File: src/rtl/bshift_pkg.sv
// Purpose: shared op encoding and small helpers for the pipelined barrel shifter.
// Latency: n/a (declarations only).
// Backpressure: n/a.
package bshift_pkg;

  localparam int OP_W = 3;

  localparam logic [OP_W-1:0] OP_SLL = 3'd0;
  localparam logic [OP_W-1:0] OP_SRL = 3'd1;
  localparam logic [OP_W-1:0] OP_SRA = 3'd2;
  localparam logic [OP_W-1:0] OP_ROL = 3'd3;
  localparam logic [OP_W-1:0] OP_ROR = 3'd4;

  // Codes above OP_ROR are reserved and flagged as errors.
  function automatic logic op_legal(input logic [OP_W-1:0] op);
    return (op <= OP_ROR);
  endfunction

  // Left-moving ops lose their carry from the top end of the operand.
  function automatic logic op_is_left(input logic [OP_W-1:0] op);
    return (op == OP_SLL) || (op == OP_ROL);
  endfunction

endpackage

File: src/rtl/bshift_layer.sv
// Purpose: one mux layer of the barrel shifter, moving the operand by 2^K for every op.
// Latency: combinational.
// Backpressure: none; the enclosing pipeline stage owns flow control.
module bshift_layer
  import bshift_pkg::*;
#(
  parameter int WIDTH = 16,
  parameter int K     = 0
) (
  input  logic [WIDTH-1:0] data,
  input  logic [OP_W-1:0]  op,
  input  logic             en,
  output logic [WIDTH-1:0] res
);

  localparam int S = 1 << K;

  logic [WIDTH-1:0] sll;
  logic [WIDTH-1:0] srl;
  logic [WIDTH-1:0] sra;
  logic [WIDTH-1:0] rol;
  logic [WIDTH-1:0] ror;

  // Fixed-distance candidates; only one is selected below.
  assign sll = {data[WIDTH-1-S:0], {S{1'b0}}};
  assign srl = {{S{1'b0}}, data[WIDTH-1:S]};
  assign sra = {{S{data[WIDTH-1]}}, data[WIDTH-1:S]};
  assign rol = {data[WIDTH-1-S:0], data[WIDTH-1:WIDTH-S]};
  assign ror = {data[S-1:0], data[WIDTH-1:S]};

  // Select the moved operand when this layer's shift bit is set; illegal ops pass through.
  always_comb begin
    res = data;
    if (en) begin
      case (op)
        OP_SLL:  res = sll;
        OP_SRL:  res = srl;
        OP_SRA:  res = sra;
        OP_ROL:  res = rol;
        OP_ROR:  res = ror;
        default: res = data;
      endcase
    end
  end

endmodule

File: src/rtl/pipelined_barrel_shifter.sv
// Purpose: WIDTH-bit shift/rotate unit, one 2^k mux layer per pipeline stage, with carry/zero/err flags.
// Latency: SHW cycles from accepted input to out_valid while the pipe advances; 1 op/cycle throughput.
// Backpressure: whole pipe freezes (bubbles included) while out_valid & ~out_ready; in_ready follows.
module pipelined_barrel_shifter
  import bshift_pkg::*;
#(
  parameter  int WIDTH = 16,
  localparam int SHW   = $clog2(WIDTH)
) (
  input  logic             clk,
  input  logic             rst_n,
  input  logic             in_valid,
  output logic             in_ready,
  input  logic [WIDTH-1:0] in_data,
  input  logic [SHW-1:0]   in_shamt,
  input  logic [OP_W-1:0]  in_op,
  output logic             out_valid,
  input  logic             out_ready,
  output logic [WIDTH-1:0] out_data,
  output logic             out_carry,
  output logic             out_zero,
  output logic             out_err
);

  // ---------------------------------------------------------------------------
  // Reset: asserts asynchronously, releases two clocks after rst_n rises.
  // ---------------------------------------------------------------------------
  logic [1:0] rst_sync;
  logic       run;

  // Two-flop release synchroniser; run is the internal active-low reset.
  always_ff @(posedge clk or negedge rst_n) begin
    if (!rst_n) begin
      rst_sync <= 2'b00;
    end else begin
      rst_sync <= {rst_sync[0], 1'b1};
    end
  end

  assign run = rst_sync[1];

  // ---------------------------------------------------------------------------
  // Flow control. in_ready is masked while the pipe is held in reset so no beat
  // is acknowledged and then silently dropped; run is a flop, so in_ready still
  // has no combinational path from in_valid.
  // ---------------------------------------------------------------------------
  logic adv;
  logic acc;

  assign adv      = out_ready | ~out_valid;
  assign in_ready = adv & run;
  assign acc      = in_valid & in_ready;

  // ---------------------------------------------------------------------------
  // Input-side flags: carry is the last bit to leave the operand, taken straight
  // from in_data so the layers never have to track it.
  // ---------------------------------------------------------------------------
  logic [SHW-1:0] lidx;
  logic [SHW-1:0] ridx;
  logic           carry_in;
  logic           err_in;

  // Carry/err for the incoming beat; zero-distance and illegal ops give no carry.
  always_comb begin
    lidx     = -in_shamt;
    ridx     = in_shamt - SHW'(1);
    carry_in = 1'b0;
    err_in   = ~op_legal(in_op);
    if (in_shamt != '0) begin
      case (in_op)
        OP_SLL, OP_ROL:         carry_in = in_data[lidx];
        OP_SRL, OP_SRA, OP_ROR: carry_in = in_data[ridx];
        default:                carry_in = 1'b0;
      endcase
    end
  end

  // ---------------------------------------------------------------------------
  // Shift-amount bits: bit j is consumed by layer j, so it rides a j-deep delay
  // line alongside the beat. Bit 0 is used directly at the input layer.
  // ---------------------------------------------------------------------------
  logic [SHW-1:0] en;

  for (genvar j = 0; j < SHW; j++) begin : g_sh
    if (j == 0) begin : g_now
      assign en[0] = in_shamt[0];
    end else begin : g_dly
      logic [j-1:0] dly;

      // Carry the remaining shift bit forward in lockstep with the data stages.
      always_ff @(posedge clk or negedge run) begin
        if (!run) begin
          dly <= '0;
        end else if (adv) begin
          dly[0] <= in_shamt[j];
          for (int i = 1; i < j; i++) begin
            dly[i] <= dly[i-1];
          end
        end
      end

      assign en[j] = dly[j-1];
    end
  end

  // ---------------------------------------------------------------------------
  // Mux layers and stage registers. Stage k registers the output of layer k;
  // the last stage is the output register.
  // ---------------------------------------------------------------------------
  logic [WIDTH-1:0] lay_in  [SHW];
  logic [OP_W-1:0]  lay_op  [SHW];
  logic [WIDTH-1:0] lay_out [SHW];

  logic [WIDTH-1:0] data_q  [SHW];
  logic [OP_W-1:0]  op_q    [SHW-1];
  logic [SHW-1:0]   valid_q;
  logic [SHW-1:0]   carry_q;
  logic [SHW-1:0]   err_q;
  logic             zero_q;

  for (genvar k = 0; k < SHW; k++) begin : g_layer
    if (k == 0) begin : g_src_in
      assign lay_in[0] = in_data;
      assign lay_op[0] = in_op;
    end else begin : g_src_stage
      assign lay_in[k] = data_q[k-1];
      assign lay_op[k] = op_q[k-1];
    end

    bshift_layer #(
      .WIDTH (WIDTH),
      .K     (k)
    ) u_layer (
      .data (lay_in[k]),
      .op   (lay_op[k]),
      .en   (en[k]),
      .res  (lay_out[k])
    );
  end

  // All stages move together on adv and hold together otherwise, so order is
  // preserved and bubbles keep their slots.
  always_ff @(posedge clk or negedge run) begin
    if (!run) begin
      valid_q <= '0;
      carry_q <= '0;
      err_q   <= '0;
      zero_q  <= 1'b0;
      for (int k = 0; k < SHW; k++) begin
        data_q[k] <= '0;
      end
      for (int k = 0; k < SHW-1; k++) begin
        op_q[k] <= '0;
      end
    end else if (adv) begin
      valid_q <= {valid_q[SHW-2:0], acc};
      carry_q <= {carry_q[SHW-2:0], carry_in};
      err_q   <= {err_q[SHW-2:0], err_in};
      zero_q  <= (lay_out[SHW-1] == '0);
      for (int k = 0; k < SHW; k++) begin
        data_q[k] <= lay_out[k];
      end
      op_q[0] <= in_op;
      for (int k = 1; k < SHW-1; k++) begin
        op_q[k] <= op_q[k-1];
      end
    end
  end

  assign out_valid = valid_q[SHW-1];
  assign out_data  = data_q[SHW-1];
  assign out_carry = carry_q[SHW-1];
  assign out_err   = err_q[SHW-1];
  assign out_zero  = zero_q;

endmodule

File: config.mk
export PLATFORM = sky130hd
export DESIGN_NAME = pipelined_barrel_shifter
export DESIGN_NICKNAME = d
export VERILOG_FILES = /design/src/rtl/bshift_pkg.sv /design/src/rtl/bshift_layer.sv /design/src/rtl/pipelined_barrel_shifter.sv
export SDC_FILE = /design/constraint.sdc
export NUM_CORES = 1
export LEC_CHECK = 0
export ABC_AREA = 1
export CORE_MARGIN = 1
export CORE_UTILIZATION = 63
export CTS_CLUSTER_DIAMETER = 60
export CTS_CLUSTER_SIZE = 8
export DETAILED_ROUTE_END_ITERATION = 7
export PLACE_DENSITY = 0.86
export SLEW_MARGIN = 15
export SYNTH_ARGS = -nofsm -noshare
export SYNTH_HDL_FRONTEND = slang
export SYNTH_SLANG_ARGS = --single-unit
export TNS_END_PERCENT = 1
File: constraint.sdc
create_clock -name clk -period 8.5 [get_ports clk]
set_input_delay 1.275 -clock clk [delete_from_list [all_inputs] [get_ports clk]]
set_output_delay 1.275 -clock clk [all_outputs]
set_load 0.02 [all_outputs]
=== After elaboration in Yosys (flattened, before gate mapping) ===
Cells that the tools add are included.

* Muxes and demuxes: 14
* Add/subtract/negate cells: 2
* Reductions and logical operators: 9
* Equality and inequality tests: 16
* Bitwise gates (word level): 5
* $lt $le $gt $ge: 3

{| class="wikitable"
|+ Operators with widths
! kind !! number
|-
| 16-bit case mux with 5 select lines || 3
|-
| 16-bit two-way mux || 4
|-
| 16-bit case mux with 4 select lines || 1
|-
| 3-bit by 2-bit equality test with 1-bit output (second input constant) || 8
|-
| 16-bit zero test || 1
|-
| 3-bit by 1-bit equality test with 1-bit output (second input constant) || 4
|-
| 3-bit equality test (second input constant) || 4
|-
| 3-bit zero test || 4
|-
| 4-bit by 5-bit < comparator with 1-bit output (second input constant) || 2
|-
| 1-bit binary-select mux with 4-bit select || 2
|-
| 4-bit negator || 1
|-
| 4-bit nonzero test || 1
|-
| 2-bit OR reduction || 2
|-
| 4-bit by 1-bit subtractor with 4-bit output (second input constant) || 1
|-
| 3-bit <= comparator (second input constant) || 1
|-
| 1-bit two-way mux || 3
|-
| 3-bit OR reduction || 1
|-
| 1-bit bitwise AND || 2
|-
| 1-bit NOT || 2
|-
| 1-bit case mux with 2 select lines || 1
|-
| 1-bit OR || 1
|}

* Output and inout port bits: 21
* Bits in registers: 94
* Logic and storage cells: 64
* Bits of input ports: 27

=== Depth between registers and ports, before layout ===
* Word-level depth: 5
* Gate-level depth with buffers: 12
* Mapped depth without buffers: 11

=== Modules after synthesis ===
A second synthesis with hierarchy kept.

* Cells, all modules: 919
* Area total of the unflattened synthesis: 6058.3 um^2

{| class="wikitable"
|+ By module, submodules not included
! module !! area an instance (um^2) !! times used !! cells each !! sequential area each (um^2)
|-
| pipelined_barrel_shifter || 4169.0 || 1 || 514 || 2352.3
|-
| bshift_layer at g_layer[2].u_layer || 581.8 || 1 || 125 || 0.0
|-
| bshift_layer at g_layer[1].u_layer || 579.3 || 1 || 129 || 0.0
|-
| bshift_layer at g_layer[0].u_layer || 396.6 || 1 || 86 || 0.0
|-
| bshift_layer at g_layer[3].u_layer || 331.6 || 1 || 65 || 0.0
|}

=== Least setup slack after synthesis ===
No wires, ideal clock.

* Kind: reg2out
* From: reg rst_sync[1]
* To: out in_ready
* Cell stages (with the launch flop): 3
* Required time: 7.225 ns
* Arrival time: 2.805 ns
* Path slack: 4.420 ns
* Buffers on the path: 0
* Cell sequence: dfrtp_1 > inv_1 > nor2_1

* Longest elaborated chain between the ends: 1

{| class="wikitable"
|+ RTL lines
! item !! line !! text
|-
| from (decl) || pipelined_barrel_shifter.sv:28 || <nowiki>logic [1:0] rst_sync;</nowiki>
|-
| from (signal assigned) || pipelined_barrel_shifter.sv:36 || <nowiki>rst_sync <= {rst_sync[0], 1'b1};</nowiki>
|-
| 1-bit bitwise AND || pipelined_barrel_shifter.sv:51 || <nowiki>assign in_ready = adv & run;</nowiki>
|-
| to (decl) || pipelined_barrel_shifter.sv:13 || <nowiki>output logic in_ready,</nowiki>
|}

Every way passes these cells.

=== Final worst setup path ===
* From: in out_ready
* To: out in_ready

* Longest elaborated chain between the ends: 2

{| class="wikitable"
|+ RTL lines
! item !! line !! text
|-
| from (decl) || pipelined_barrel_shifter.sv:18 || <nowiki>input logic out_ready,</nowiki>
|-
| 1-bit OR || pipelined_barrel_shifter.sv:50 || <nowiki>assign adv = out_ready | ~out_valid;</nowiki>
|-
| 1-bit bitwise AND || pipelined_barrel_shifter.sv:51 ||
|}

Every way passes these cells.

==> summary.txt <==
Status -> finished, final reports clean
Initial Utilization -> 0.6530
RSZ-0062 raised after global routing -> false
Stages on worst setup path -> 5
Reg2Reg Depth -> 9
Primary FF master, synth -> dfrtp_1
Hold-fix buffers at CTS -> 0
Async SR Flop Fraction -> 1.000
PortBufs -> 47
I/O Pins -> 48
HPWL after detailed placement -> 9.181 mm
DR WL met3 -> 550 um
Static Leak -> 2.713 nW
CTS Buf Count -> 9
Hold Crit Class -> register to asynchronous set/reset pin
Required @ worst endpoint -> 7.22 ns
Buffers & Inverters on Critical Path -> 3
Worst path most repeated cell -> clkdlybuf4s50_1
Finished Cell Area -> 5868 sq um
WP data arrival -> 3.22 ns
# rows -> 33
Top sig layer -> met4
Fin nets -> 746
Worst setup path category -> input port to output pin
Largest cells by area after synthesis -> dfrtp_1 44%, nand2_1 12%, o21ai_0 10%
End of the critical path -> in_ready
Area share of the largest cell type after synthesis -> 0.4362
Minimum clock period -> 4.494 ns
Longest Clk Path Bufs -> 2
CTS tree -> yes
Die Wd -> 94.52 um
DR pass1 iterations -> 5
CP endpoint kind -> output pin
Post-route setup TNS -> 0 ns
Unique cell type count in the Yosys netlist -> 37
R2r startpoint -> valid_q[3]$_DFFE_PN0N_
Vias in the first global route -> 4405
CP Cell Sequence -> clkdlybuf4s50_1 > nor2_4 > buf_4 > nor2_1 > clkdlybuf4s50_1
Final Max Slew Viols -> 0
Sink Count -> 94
Resized cells post-CTS -> 0
Max_slew headroom -> 0.4447
CP startpoint kind -> input port
PwrDens -> 347.0 nW/um^2
Placed Area -> 5685 sq um
Synthesis-to-layout area growth -> 8.817%
Root Driver -> clkbuf_8
Total grt overflow -> 0
Most frequent cells in the layout -> 171 x nand2_1, 112 x o21ai_0, 93 x dfrtp_1
Max Fclk -> 0.2225 GHz
Die height -> 94.52 um
Share of post-route cells with drive strength above 1 -> 0.06233
H-tree Lvls -> 3
Ys Warns -> 0
Syn avg cell area -> 7.585 sq um
Most common cell after layout, fill and taps aside -> nand2_1
Syn nets -> 740
Crit-path slowest cell -> buf_4
CTS clock-pin slew for the worst setup and hold paths -> 0.10 ns
First-pass GRT wire length -> 20.44 mm
R2R Path End -> out_zero$_DFFE_PN0N_
Hold Violations, Final -> 0
Setup violators final -> 0
DRT antenna net count -> 0
Inserted Diodes -> 0
GP Congestion -> 0.8995
Slowest stage delay, CP -> 0.67 ns
Worst-Margin Slew -> 0.8329 ns
Detail-routed via count per cell -> 5.904
Crit share post-route -> 0.5287
Largest net degree at the start of global routing -> 92
Core area -> 8258 sq um
Met2 wire len -> 6.206 mm
Max Cap Viol -> 0
Reg2reg setup slack -> 6.01 ns
Layout Skew -> 0.01457 ns
Post-CTS setup buffer count -> 0
Post-synthesis sequential area ratio -> 0.4362
Mapped Cells -> 711
Synth area leader -> dfrtp_1
Detailed Route WL -> 12.62 mm
CP top delay family -> buffers and inverters
Critical path peak fanout -> 91
Metal-1 WL -> 5.313 mm
Residual DRC -> 0
Iter 0 DRT Violations -> 385
Number of synthesized flops with an enable pin -> 0
Via count -> 4883
FF+latch count, synth -> 94
Worst-Skew Late Latency -> 0.36 ns
Maximum VDD drop -> 142.2 uV
Routed wire per std cell -> 15.26 um
CP Launch Point -> out_ready
Overall Global Routing Usage -> 0.2993
Die ar. -> 8934 sq um
Synthesized cell area -> 5393 sq um
Initial antenna violation count -> 0
==> synthesized netlist by cell type (2+ instances only) <==
library cell and instances:
o211ai_1 14, dfrtp_1 94, xnor2_1 2, inv_1 82, o22ai_1 33, buf_1 2, nor2_1 14, o221ai_1 8
buf_4 17, nor2_2 4, nor3_1 2, o21ai_0 112, o21ai_2 4, ha_1 2, nand2_2 6, nand3_1 32
buf_2 10, nand2_1 171, inv_2 5, o21ai_1 7, nor2_4 2, a31oi_1 18, a21oi_1 34, clkbuf_1 18
buf_6 6
==> how the worst min path moves through the flow <==
stage	start	to	slack [ns]	cells past startpoint
after floorplan	rst_sync[0]$_DFF_PN0_	rst_sync[1]$_DFF_PN0_	0.33	0
final	rst_sync[1]$_DFF_PN0_	out_data[12]$_DFFE_PN0N_	0.28	0
after global placement	rst_sync[1]$_DFF_PN0_	out_data[0]$_DFFE_PN0N_	0.29	0
after global routing	rst_sync[1]$_DFF_PN0_	out_data[0]$_DFFE_PN0N_	0.33	0
after detailed placement	rst_sync[1]$_DFF_PN0_	out_data[0]$_DFFE_PN0N_	0.30	0
after CTS	rst_sync[1]$_DFF_PN0_	out_data[0]$_DFFE_PN0N_	0.31	0
==> layout make-up <==
| cell class | instances | area (sq um) |
|---|---|---|
| clock inverter | 5 | 41.29 |
| inverter | 87 | 326.6 |
| clock buffer | 11 | 141.4 |
| multi-input combinational | 475 | 2379 |
| sequential | 94 | 2356 |
| fill | 731 | 2390 |
| timing repair buffer | 50 | 493.0 |
| tap | 105 | 131.4 |
==> where the power goes <==
| group | internal, W | switching [W] |
|---|---|---|
| Sequential | 0.000641 | 0.000133 |
| Clock | 0.000117 | 0.000158 |
| Combinational | 0.000348 | 0.000639 |
==> cells by family after synthesis <==
family | after synthesis | synth area share
other | 1 | 0.0006954
and+or+nand+nor | 234 | 0.1803
xor gates and xnor gates | 3 | 0.004873
AOI/OAI and AO/OA | 235 | 0.2497
DFF | 94 | 0.4362
buffers and inverters | 142 | 0.1237
adders and majority gates | 2 | 0.004640
==> state kept, by name, summed over array words and instances, names as in the netlist <==
name,count
g_sh.g_dly.dly,6
out_zero,1
rst_sync,2
out_data,16
lay_op,9
err_q,4
data_q,48
carry_q,4
valid_q,4
==> metrics by stage <==
stage	util	power, W	cells	worst slack, ns	hold slack, ns
after global placement	0.6885	0.001716	811	4.067	0.2873
after global routing	0.7106	0.002200	827	3.895	0.3316
after CTS	0.7106	0.002029	827	4.000	0.3063
after floorplan	-	0.001537	711	4.420	0.3312
after detailed placement	0.6885	0.001755	811	3.993	0.2964
final	0.7106	0.002036	827	4.006	0.2836
==> metal layers <==
layer,track usage,vias up
li1,-,2383
met1,0.3703,2278
met2,0.5048,182
met3,0.04187,40
met4,0.1654,0
met5,0,-
Power figures use the tool's default switching activity.
